[src/rtl/matrix_pkg.sv]
// Shared types and constants for the BCM LED-matrix driver.
// Scanner state encoding, pixel word field offsets and control-register bit positions.
package matrix_pkg;

  typedef enum logic [1:0] {
    ST_LOAD,
    ST_SHIFT,
    ST_LATCH,
    ST_HOLD
  } scan_state_t;

  localparam int RED_OFS = 0;
  localparam int GRN_OFS = 8;
  localparam int BLU_OFS = 16;

  localparam int CTRL_SWAP_BIT  = 0;
  localparam int CTRL_FRONT_BIT = 1;

endpackage

[src/rtl/matrix_framebuf.sv]
// Double-buffered pixel store: byte-lane Wishbone write/read on one bank, full-row read on the other.
// Writes land on the next clock edge; both read paths are combinational and never stall.
module matrix_framebuf
  import matrix_pkg::*;
#(
  parameter int ROWS = 8,
  parameter int COLS = 8,
  parameter int BPC  = 4,
  parameter int AW   = $clog2(ROWS*COLS),
  parameter int RW   = (ROWS > 1) ? $clog2(ROWS) : 1
) (
  input  logic                        clk,
  input  logic                        wb_bank,
  input  logic                        wb_we,
  input  logic [AW-1:0]               wb_addr,
  input  logic [2:0]                  wb_sel,
  input  logic [31:0]                 wb_wdata,
  output logic [31:0]                 wb_rdata,
  input  logic                        scan_bank,
  input  logic [RW-1:0]               scan_row,
  output logic [COLS-1:0][BPC-1:0]    row_red,
  output logic [COLS-1:0][BPC-1:0]    row_grn,
  output logic [COLS-1:0][BPC-1:0]    row_blu
);

  localparam int NPIX = ROWS * COLS;
  localparam logic [AW:0] NPIX_W = (AW+1)'(NPIX);

  logic [BPC-1:0] red_mem [0:1][0:NPIX-1];
  logic [BPC-1:0] grn_mem [0:1][0:NPIX-1];
  logic [BPC-1:0] blu_mem [0:1][0:NPIX-1];

  logic in_range;
  logic unused_wdata;

  assign in_range     = {1'b0, wb_addr} < NPIX_W;
  assign unused_wdata = ^wb_wdata;

  // No reset: pixel contents survive a controller reset.
  always_ff @(posedge clk) begin
    if (wb_we && in_range) begin
      if (wb_sel[0]) red_mem[wb_bank][wb_addr] <= wb_wdata[RED_OFS +: BPC];
      if (wb_sel[1]) grn_mem[wb_bank][wb_addr] <= wb_wdata[GRN_OFS +: BPC];
      if (wb_sel[2]) blu_mem[wb_bank][wb_addr] <= wb_wdata[BLU_OFS +: BPC];
    end
  end

  always_comb begin
    wb_rdata = '0;
    if (in_range) begin
      wb_rdata[RED_OFS +: BPC] = red_mem[wb_bank][wb_addr];
      wb_rdata[GRN_OFS +: BPC] = grn_mem[wb_bank][wb_addr];
      wb_rdata[BLU_OFS +: BPC] = blu_mem[wb_bank][wb_addr];
    end
  end

  for (genvar c = 0; c < COLS; c++) begin : g_col
    logic [AW-1:0] idx;
    assign idx        = AW'(int'(scan_row) * COLS + c);
    assign row_red[c] = red_mem[scan_bank][idx];
    assign row_grn[c] = grn_mem[scan_bank][idx];
    assign row_blu[c] = blu_mem[scan_bank][idx];
  end

endmodule

[src/rtl/matrix_bcm.sv]
// Binary-code-modulation scanner for a serial-shift LED matrix with a Wishbone double-buffered frame store.
// Wishbone acks one cycle after each strobe and never stalls; the scanner free-runs LOAD/SHIFT/LATCH/HOLD.
module matrix_bcm
  import matrix_pkg::*;
#(
  parameter int  ROWS      = 8,
  parameter int  COLS      = 8,
  parameter int  BPC       = 4,
  parameter int  BASE_HOLD = 16,
  localparam int N         = 3*COLS + ROWS,
  localparam int AW        = $clog2(ROWS*COLS)
) (
  input  logic          clk,
  input  logic          reset,
  input  logic [1:0]    i_refresh_speed,
  output logic          o_matrix_clk,
  output logic          o_matrix_latch,
  output logic          o_matrix_mosi,
  output logic          o_frame_sync,
  input  logic          i_wb_cyc,
  input  logic          i_wb_stb,
  input  logic          i_wb_we,
  input  logic [AW:0]   i_wb_addr,
  input  logic [3:0]    i_wb_sel,
  input  logic [31:0]   i_wb_wdata,
  output logic          o_wb_ack,
  output logic          o_wb_stall,
  output logic [31:0]   o_wb_rdata
);

  localparam int RW = (ROWS > 1) ? $clog2(ROWS) : 1;
  localparam int PW = (BPC > 1) ? $clog2(BPC) : 1;
  localparam int CW = $clog2(2*N);

  scan_state_t             state;
  logic [RW-1:0]           row;
  logic [PW-1:0]           plane;
  logic [CW-1:0]           bit_cnt;
  logic [31:0]             hold_cnt;
  logic [31:0]             hold_len_m1;
  logic [4:0]              shamt;
  logic [N-1:0]            shreg;
  logic [N-1:0]            word;
  logic                    front_index;
  logic                    swap_pending;
  logic                    last_slot;
  logic                    frame_end;
  logic                    wb_req;
  logic                    pix_we;
  logic                    swap_req;
  logic [31:0]             fb_rdata;
  logic [31:0]             ctrl_word;
  logic [COLS-1:0][BPC-1:0] row_red;
  logic [COLS-1:0][BPC-1:0] row_grn;
  logic [COLS-1:0][BPC-1:0] row_blu;
  logic                    unused_sel;

  assign o_wb_stall  = 1'b0;
  assign unused_sel  = i_wb_sel[3];
  assign wb_req      = i_wb_cyc && i_wb_stb;
  assign pix_we      = wb_req && i_wb_we && !i_wb_addr[AW] && !reset;
  assign swap_req    = wb_req && i_wb_we && i_wb_addr[AW] && i_wb_sel[0] && i_wb_wdata[0];
  assign last_slot   = (row == RW'(ROWS-1)) && (plane == PW'(BPC-1));
  assign frame_end   = (state == ST_HOLD) && (hold_cnt == '0) && last_slot;
  // Plane weight and speed scale combine into one shift of the base unit.
  assign shamt       = 5'(i_refresh_speed) + 5'(plane);
  assign hold_len_m1 = (32'(BASE_HOLD) << shamt) - 32'd1;

  matrix_framebuf #(.ROWS(ROWS), .COLS(COLS), .BPC(BPC), .AW(AW), .RW(RW)) u_fb (
    .clk       (clk),
    .wb_bank   (~front_index),
    .wb_we     (pix_we),
    .wb_addr   (i_wb_addr[AW-1:0]),
    .wb_sel    (i_wb_sel[2:0]),
    .wb_wdata  (i_wb_wdata),
    .wb_rdata  (fb_rdata),
    .scan_bank (front_index),
    .scan_row  (row),
    .row_red   (row_red),
    .row_grn   (row_grn),
    .row_blu   (row_blu)
  );

  always_comb begin
    word = '0;
    for (int c = 0; c < COLS; c++) begin
      word[c]          = row_red[c][plane];
      word[COLS + c]   = row_grn[c][plane];
      word[2*COLS + c] = row_blu[c][plane];
    end
    for (int r = 0; r < ROWS; r++) word[3*COLS + r] = (RW'(r) == row);
  end

  always_comb begin
    ctrl_word                 = '0;
    ctrl_word[CTRL_SWAP_BIT]  = swap_pending;
    ctrl_word[CTRL_FRONT_BIT] = front_index;
  end

  // Outputs are registered alongside the state so they line up with the state being entered.
  always_ff @(posedge clk) begin
    if (reset) begin
      state          <= ST_LOAD;
      row            <= '0;
      plane          <= '0;
      bit_cnt        <= '0;
      hold_cnt       <= '0;
      shreg          <= '0;
      o_matrix_clk   <= 1'b0;
      o_matrix_latch <= 1'b0;
      o_matrix_mosi  <= 1'b0;
      o_frame_sync   <= 1'b0;
      front_index    <= 1'b0;
      swap_pending   <= 1'b0;
    end else begin
      o_frame_sync <= 1'b0;
      if (frame_end && swap_pending) begin
        front_index  <= ~front_index;
        swap_pending <= 1'b0;
      end else if (swap_req) begin
        swap_pending <= 1'b1;
      end
      case (state)
        ST_LOAD: begin
          shreg         <= word;
          bit_cnt       <= '0;
          o_matrix_mosi <= word[N-1];
          o_matrix_clk  <= 1'b0;
          state         <= ST_SHIFT;
        end
        ST_SHIFT: begin
          if (bit_cnt == CW'(2*N-1)) begin
            o_matrix_clk   <= 1'b0;
            o_matrix_mosi  <= 1'b0;
            o_matrix_latch <= 1'b1;
            state          <= ST_LATCH;
          end else begin
            bit_cnt <= bit_cnt + 1'b1;
            if (!bit_cnt[0]) begin
              o_matrix_clk <= 1'b1;
            end else begin
              o_matrix_clk  <= 1'b0;
              shreg         <= shreg << 1;
              o_matrix_mosi <= shreg[N-2];
            end
          end
        end
        ST_LATCH: begin
          o_matrix_latch <= 1'b0;
          hold_cnt       <= hold_len_m1;
          state          <= ST_HOLD;
        end
        ST_HOLD: begin
          if (hold_cnt == '0) begin
            state        <= ST_LOAD;
            o_frame_sync <= last_slot;
            if (plane == PW'(BPC-1)) begin
              plane <= '0;
              row   <= (row == RW'(ROWS-1)) ? '0 : row + 1'b1;
            end else begin
              plane <= plane + 1'b1;
            end
          end else begin
            hold_cnt <= hold_cnt - 32'd1;
          end
        end
        default: state <= ST_LOAD;
      endcase
    end
  end

  always_ff @(posedge clk) begin
    if (reset) begin
      o_wb_ack   <= 1'b0;
      o_wb_rdata <= '0;
    end else begin
      o_wb_ack <= wb_req;
      if (wb_req) o_wb_rdata <= i_wb_addr[AW] ? ctrl_word : fb_rdata;
    end
  end

endmodule

[config.mk]
export PLATFORM = sky130hd
export DESIGN_NAME = matrix_bcm
export DESIGN_NICKNAME = d
export VERILOG_FILES = /design/src/rtl/matrix_pkg.sv /design/src/rtl/matrix_framebuf.sv /design/src/rtl/matrix_bcm.sv
export SDC_FILE = /design/constraint.sdc
export NUM_CORES = 2
export LEC_CHECK = 0
export CELL_PAD_IN_SITES_DETAIL_PLACEMENT = 1
export CELL_PAD_IN_SITES_GLOBAL_PLACEMENT = 1
export CORE_UTILIZATION = 40
export CTS_CLUSTER_DIAMETER = 40
export DETAILED_ROUTE_END_ITERATION = 12
export PLACE_DENSITY = 0.68
export SLEW_MARGIN = 20
export SYNTH_ARGS = -nofsm -noshare
export SYNTH_HDL_FRONTEND = slang
export SYNTH_SLANG_ARGS = --single-unit
[constraint.sdc]
create_clock -name clk -period 3.77 [get_ports clk]
set_input_delay 0.754 -clock clk [delete_from_list [all_inputs] [get_ports clk]]
set_output_delay 0.754 -clock clk [all_outputs]
set_load 0.01 [all_outputs]
==> After elaboration in Yosys (flattened, before gate mapping) <==
Memories as Yosys holds them, arrays and structs flattened. A register that Yosys moved wholly into a read port is not among the register bits.
Index checks and enable logic that the tools add are counted.
{ "word_totals": {"reg_bits": 115, "latch_bits": 0, "ramBits": 1536, "romBits": 0, "in_bits": 50, "elab_cells": 270, "memories": 3} }
{ "memory_table": {"columns": ["name", "words", "word_bits", "rd", "rd_ports_with_merged_regs", "write_ports", "line_no", "source"], "rows": [
  ["u_fb.blu_mem", 2, 256, 2, 1, 1, "matrix_framebuf.sv:31", "logic [BPC-1:0] blu_mem [0:1][0:NPIX-1];"],
  ["u_fb.grn_mem", 2, 256, 2, 1, 1, "matrix_framebuf.sv:30", "logic [BPC-1:0] grn_mem [0:1][0:NPIX-1];"],
  ["u_fb.red_mem", 2, 256, 2, 1, 1, "matrix_framebuf.sv:29", "logic [BPC-1:0] red_mem [0:1][0:NPIX-1];"]
]} }
{ "op_classes": {"addsub": 13, "mul": 0, "n_div": 0, "order_cmp": 11, "eq_ne": 19, "shifts": 1, "mux": 167, "bitwise": 12, "reduce_logical": 30} }
{ "ops": {"columns": ["operator", "count"], "rows": [
  ["2-to-1 mux 256 bit", 3],
  ["binary-select mux 4 bit (select 6 bit)", 27],
  ["2-to-1 mux 4 bit", 55],
  ["case mux 32 bit (2 select lines)", 1],
  ["subtractor 32 x 1 -> 32 bit, second input constant", 2],
  [">= comparator 7 bit, second input constant", 9],
  ["NOT 6 -> 7 bit", 9],
  ["2-to-1 mux 31 bit", 2],
  ["case mux 31 bit (2 select lines)", 1],
  ["binary-select mux 1 bit (select 2 bit)", 24],
  ["2-to-1 mux 1 bit", 41],
  ["zero test 32 bit", 1],
  ["2-to-1 mux 32 bit", 1],
  ["left shift 5 x 3 -> 32 bit, first input constant", 1],
  ["adder 6 x 3 -> 6 bit, second input constant", 4],
  ["demux 4 bit (select 6 bit)", 1],
  ["2-to-1 mux 20 bit", 1],
  ["adder 6 x 1 -> 6 bit, second input constant", 2],
  ["adder 6 x 2 -> 6 bit, second input constant", 2],
  ["equality test 3 bit, first input constant", 4],
  ["logical AND 1 bit", 12],
  ["case mux 6 bit (2 select lines)", 1],
  ["AND reduction 2 bit", 6],
  ["!= test 2 bit, second input constant", 4],
  ["other kinds (26)", 39]
]} }

==> Depth between registers and ports, before layout <==
{ "logic_depth": {"depth_word": 8, "ltp_mapped": 12} }

==> Hierarchy <==
From an unflattened synthesis, not the netlist that was laid out.
{ "unflattened": {"cells_unflattened": 4784, "hier_area_um2": 78392.7} }
{ "modules_own_cells": {"columns": ["module", "n_inst", "cells_each", "area_each_um2", "seq_area_each_um2"], "rows": [
  ["matrix_framebuf", 1, 4099, 72239.3, 46124.2],
  ["matrix_bcm", 1, 685, 6153.4, 2302.2]
]} }

==> Worst setup path after synthesis <==
No wires, ideal clock.
{ "synth_timing": {"kind": "in2reg", "start": "input i_refresh_speed[0]", "end": "register hold_cnt[17]", "setup_time_ns": 0.078, "arrival_time_ns": 2.985, "required_ns": 3.692, "setup_slack_ns": 0.708, "stages": 10, "path_cell_list": "ha_1 -> inv_1 -> fa_1 -> or4bb_1 -> o211ai_1 -> nor2_1 -> and3_1 -> clkbuf_1 -> and3b_1 -> nor3_1"} }
{ "synth_between": {"elab_chain_len": 4} }
{ "synth_rtl": {"columns": ["element", "line_no", "source"], "rows": [
  ["start, declared", "matrix_bcm.sv:15", "input logic [1:0] i_refresh_speed,"],
  ["adder 2 x 2 -> 3 bit", "matrix_bcm.sv:66", "assign shamt = 5'(i_refresh_speed) + 5'(plane);"],
  ["left shift 5 x 3 -> 32 bit", "matrix_bcm.sv:67", "assign hold_len_m1 = (32'(BASE_HOLD) << shamt) - 32'd1;"],
  ["subtractor 32 x 1 -> 32 bit", "matrix_bcm.sv:67", null],
  ["case mux 32 bit (2 select lines)", "matrix_bcm.sv:123", "case (state)"],
  ["end signal, assigned", "matrix_bcm.sv:150", "hold_cnt <= hold_len_m1;"],
  ["end signal, assigned", "matrix_bcm.sv:164", "hold_cnt <= hold_cnt - 32'd1;"],
  ["end, declared", "matrix_bcm.sv:39", "logic [31:0] hold_cnt;"]
]} }
No other way between the ends.
A chain may end at the register's enable or synchronous reset.

==> Worst setup path in the final report <==
{ "layout_timing": {"start": "register front_index", "end": "register o_wb_rdata[9]"} }
{ "layout_between": {"elab_chain_len": 6} }
{ "layout_rtl": {"columns": ["element", "line_no", "source"], "rows": [
  ["start, declared", "matrix_bcm.sv:44", "logic front_index;"],
  ["start signal, assigned", "matrix_bcm.sv:118", "front_index <= ~front_index;"],
  ["NOT 1 bit", "matrix_bcm.sv:71", ".wb_bank (~front_index),"],
  ["memory read (2 x 256 bit)", null, null],
  ["binary-select mux 4 bit (select 6 bit)", "matrix_framebuf.sv:52", "wb_rdata[GRN_OFS +: BPC] = grn_mem[wb_bank][wb_addr];"],
  ["2-to-1 mux 4 bit (not written as such) (2 in series)", "matrix_framebuf.sv:52", null],
  ["2-to-1 mux 20 bit", "matrix_bcm.sv:178", "if (wb_req) o_wb_rdata <= i_wb_addr[AW] ? ctrl_word : fb_rdata;"],
  ["end signal, assigned", "matrix_bcm.sv:178", null],
  ["end, declared", "matrix_bcm.sv:28", "output logic [31:0] o_wb_rdata"]
]} }
No other way between the ends. The select of a mux whose other input is x is not followed.

==> flow_summary_export.csv <==
group,metric,value,unit
outcome,outcome,"complete, no violations",
critical_path,end_kind,"flip-flop",
synthesis,ys_warn_count,0,
cts,tritoncts,"yes",
cts,cts.sink_count,1632,
cts,hold_buffers,0,
timing,final-setup-viol-count,0,
finish,fillers,17577,
floorplan,dieArea,195000,um2
synthesis,yosysTopAreaCell,"edfxtp_1",
routing,drt_iter0_markers,6662,
routing,drt-total-wl,274000,um
timing,skew,0.0668,ns
synthesis,synthTopCellsByArea,"edfxtp_1 60%, mux4_2 26%, dfxtp_1 2.5%",
cts,cts-root-buf,"clkbuf_16",
synthesis,synth-edff-count,1536,
critical_path,arrival,4.27,ns
finish,area_growth,19.6,%
global_route,grt_max_degree,129,
floorplan,core_region_area,191000,um2
global_route,grt_util_all_layers,28.3,%
flow_run,drv_cap,0,
synthesis,synthFlopType,"edfxtp_1",
cts,cts-resized-gates,0,
global_route,grt_pass1_vias,48664,
global_route,overflow,0,
cts,clockBufferDepth,4,
timing,hold_viol,0,
synthesis,synth_seq_area_share,62.2,%
power,ir_worst_vdd,0.000584,V
synthesis,yosysTopAreaCellShare,59.7,%
routing,wl_per_cell,37.4,um
cts,htree_levels,5,
timing,finalCritPeriodShare,92.9,%
timing,min_period,3.50,ns
critical_path,cp.required,4.54,ns
floorplan,dieWidth,442,um
synthesis,netlist_area,77300,um2
cts,cts_made_buffers,284,
timing,worst_slew_pin_slew,1.12,ns
finish,layout.nets,4663,
synthesis,ys_seq_elements,1632,
cts,cts_setup_buffers,0,
synthesis,synthArstFlopShare,0,%
critical_path,cp-start-kind,"flip-flop",
timing,rsz0062_at_grt,"false",
power,totalPowerFinal,49800,uW
finish,mostFrequentLayoutCells,"1536 x edfxtp_1, 897 x mux4_2, 465 x nor2_1",
critical_path,cp_max_fo,17,
synthesis,synth_cells,4199,
finish,drive_gt1_share,37.4,%
finish,multi_input_area,27600,um2
routing,drtPass1Iterations,6,
placed_design,gp_congestion,0.944,
routing,remaining_drc_errors,0,
timing,slew_headroom,25.5,%
placed_design,dpl.hpwl,197000,um
finish,layout.area.seq,48100,um2
synthesis,ys_types,75,
routing,ant_nets,0,
floorplan,die_y,442,um
critical_path,critPathKind,"flip-flop to flip-flop",
routing,vias_per_cell,6.48,
hold_path,worst_hold_path_type,"primary input to flip-flop",
floorplan,rows,160,
global_route,grt_pass1_wl,385000,um
power,p_per_area,538,nW/um2
finish,fin_util,48.4,%
global_route,antenna_found_initial,5,
cts,clk_pin_slew,0.05,ns
timing,clock.fmax,286,MHz
cts,clock_latency,0.95,ns
power,p_leak,0.0287,uW
timing,holdWs,0.194,ns
synthesis,syn_area_per_cell,18.4,um2
placed_design,portBuffers,45,
routing,num_vias,47402,
floorplan,initial_utilization,40.5,%
timing,report.final.slew_viol_count,0,
floorplan,ioPinCount,88,
finish,final_common_cell,"edfxtp_1",
## sequential cells by signal (all words and copies together) (netlist names), 2 cells and up, named ones only
register / flops
row: 3
o_wb_rdata: 12
state: 2
u_fb.grn_mem: 512
bit_cnt: 6
plane: 2
u_fb.blu_mem: 512
hold_cnt: 32
u_fb.red_mem: 512
shreg: 31
## routing by layer
| layer | global-route usage [%] | share of wire (%) |
|---|---|---|
| met3 | 6.93 | 10 |
| met4 | 13.7 | 5.4 |
| met1 | 36.9 | 37 |
| met2 | 44.5 | 47 |
| met5 | 0 | 0.0051 |
## critical path: stages (launching register included)
cell and delay (ns):
dfxtp_4 0.82, buf_12 0.27, buf_12 0.17, mux4_2 0.54, mux2i_1 0.55, o32ai_1 0.15, or4_1 0.51, nor3_1 0.21
o21ai_1 0.08
## cell usage after synthesis (25+ instances only)
master,number
buf_4,37
o22ai_1,43
nor2_1,466
a22oi_1,25
o21ai_0,27
nand3_1,49
mux2i_1,128
buf_1,30
a21oi_1,66
buf_2,84
nand2_1,179
clkbuf_1,182
nor3_1,31
edfxtp_1,1536
dfxtp_1,96
mux4_2,897
## where the power goes
group | leakage [uW] | internal (uW) | total, uW | switching [uW]
clock network | 0.00460 | 16500 | 25900 | 9470
logic | 0.00950 | 1150 | 3570 | 2420
registers | 0.0146 | 20100 | 20300 | 213
## layout make-up
class / count / share of cell area, %
Antenna cell: 1 / 0.00271
Clock buffer: 330 / 8.14
Clock inverter: 161 / 2.08
Inverter: 20 / 0.0866
Multi-Input combinational cell: 2218 / 29.9
Sequential cell: 1632 / 52.0
Tap cell: 2511 / 3.40
Timing Repair Buffer: 442 / 4.40
## final timing paths
| path | start | endpoint | slack [ns] | cells past startpoint |
|---|---|---|---|---|
| max | front_index | o_wb_rdata[9] | 0.27 | 8 |
| min | reset | row[0] | 0.19 | 2 |
| max reg2reg | front_index | o_wb_rdata[9] | 0.27 | 8 |
| min reg2reg | o_matrix_clk | o_matrix_clk | 0.46 | 2 |
## kinds of logic (layout without fill, tap and decap cells)
family	after synthesis	in the layout	share of synthesized area (%)
AOI/OAI and AO/OA	267	267	2.32
xor gates and xnor gates	17	17	0.193
adders and majority gates	15	15	0.253
buffers and inverters	369	953	2.26
DFF	1632	1632	62.2
muxes	1034	1034	27.9
other	1	22	0.00485
and+or+nand+nor	864	864	4.85
## metrics by stage
stage	setup TNS [ns]	cell area, um2	setup slack, ns	cells
floorplan	0	77300	0.708	4219
global placement	-0.359	82900	-0.165	6822
detailed placement	-0.363	82900	-0.179	6822
CTS	0	92400	0.351	7313
global route	0	92400	0.268	7314
finish	0	92400	0.268	7315
(Power assumes the default switching activity.)
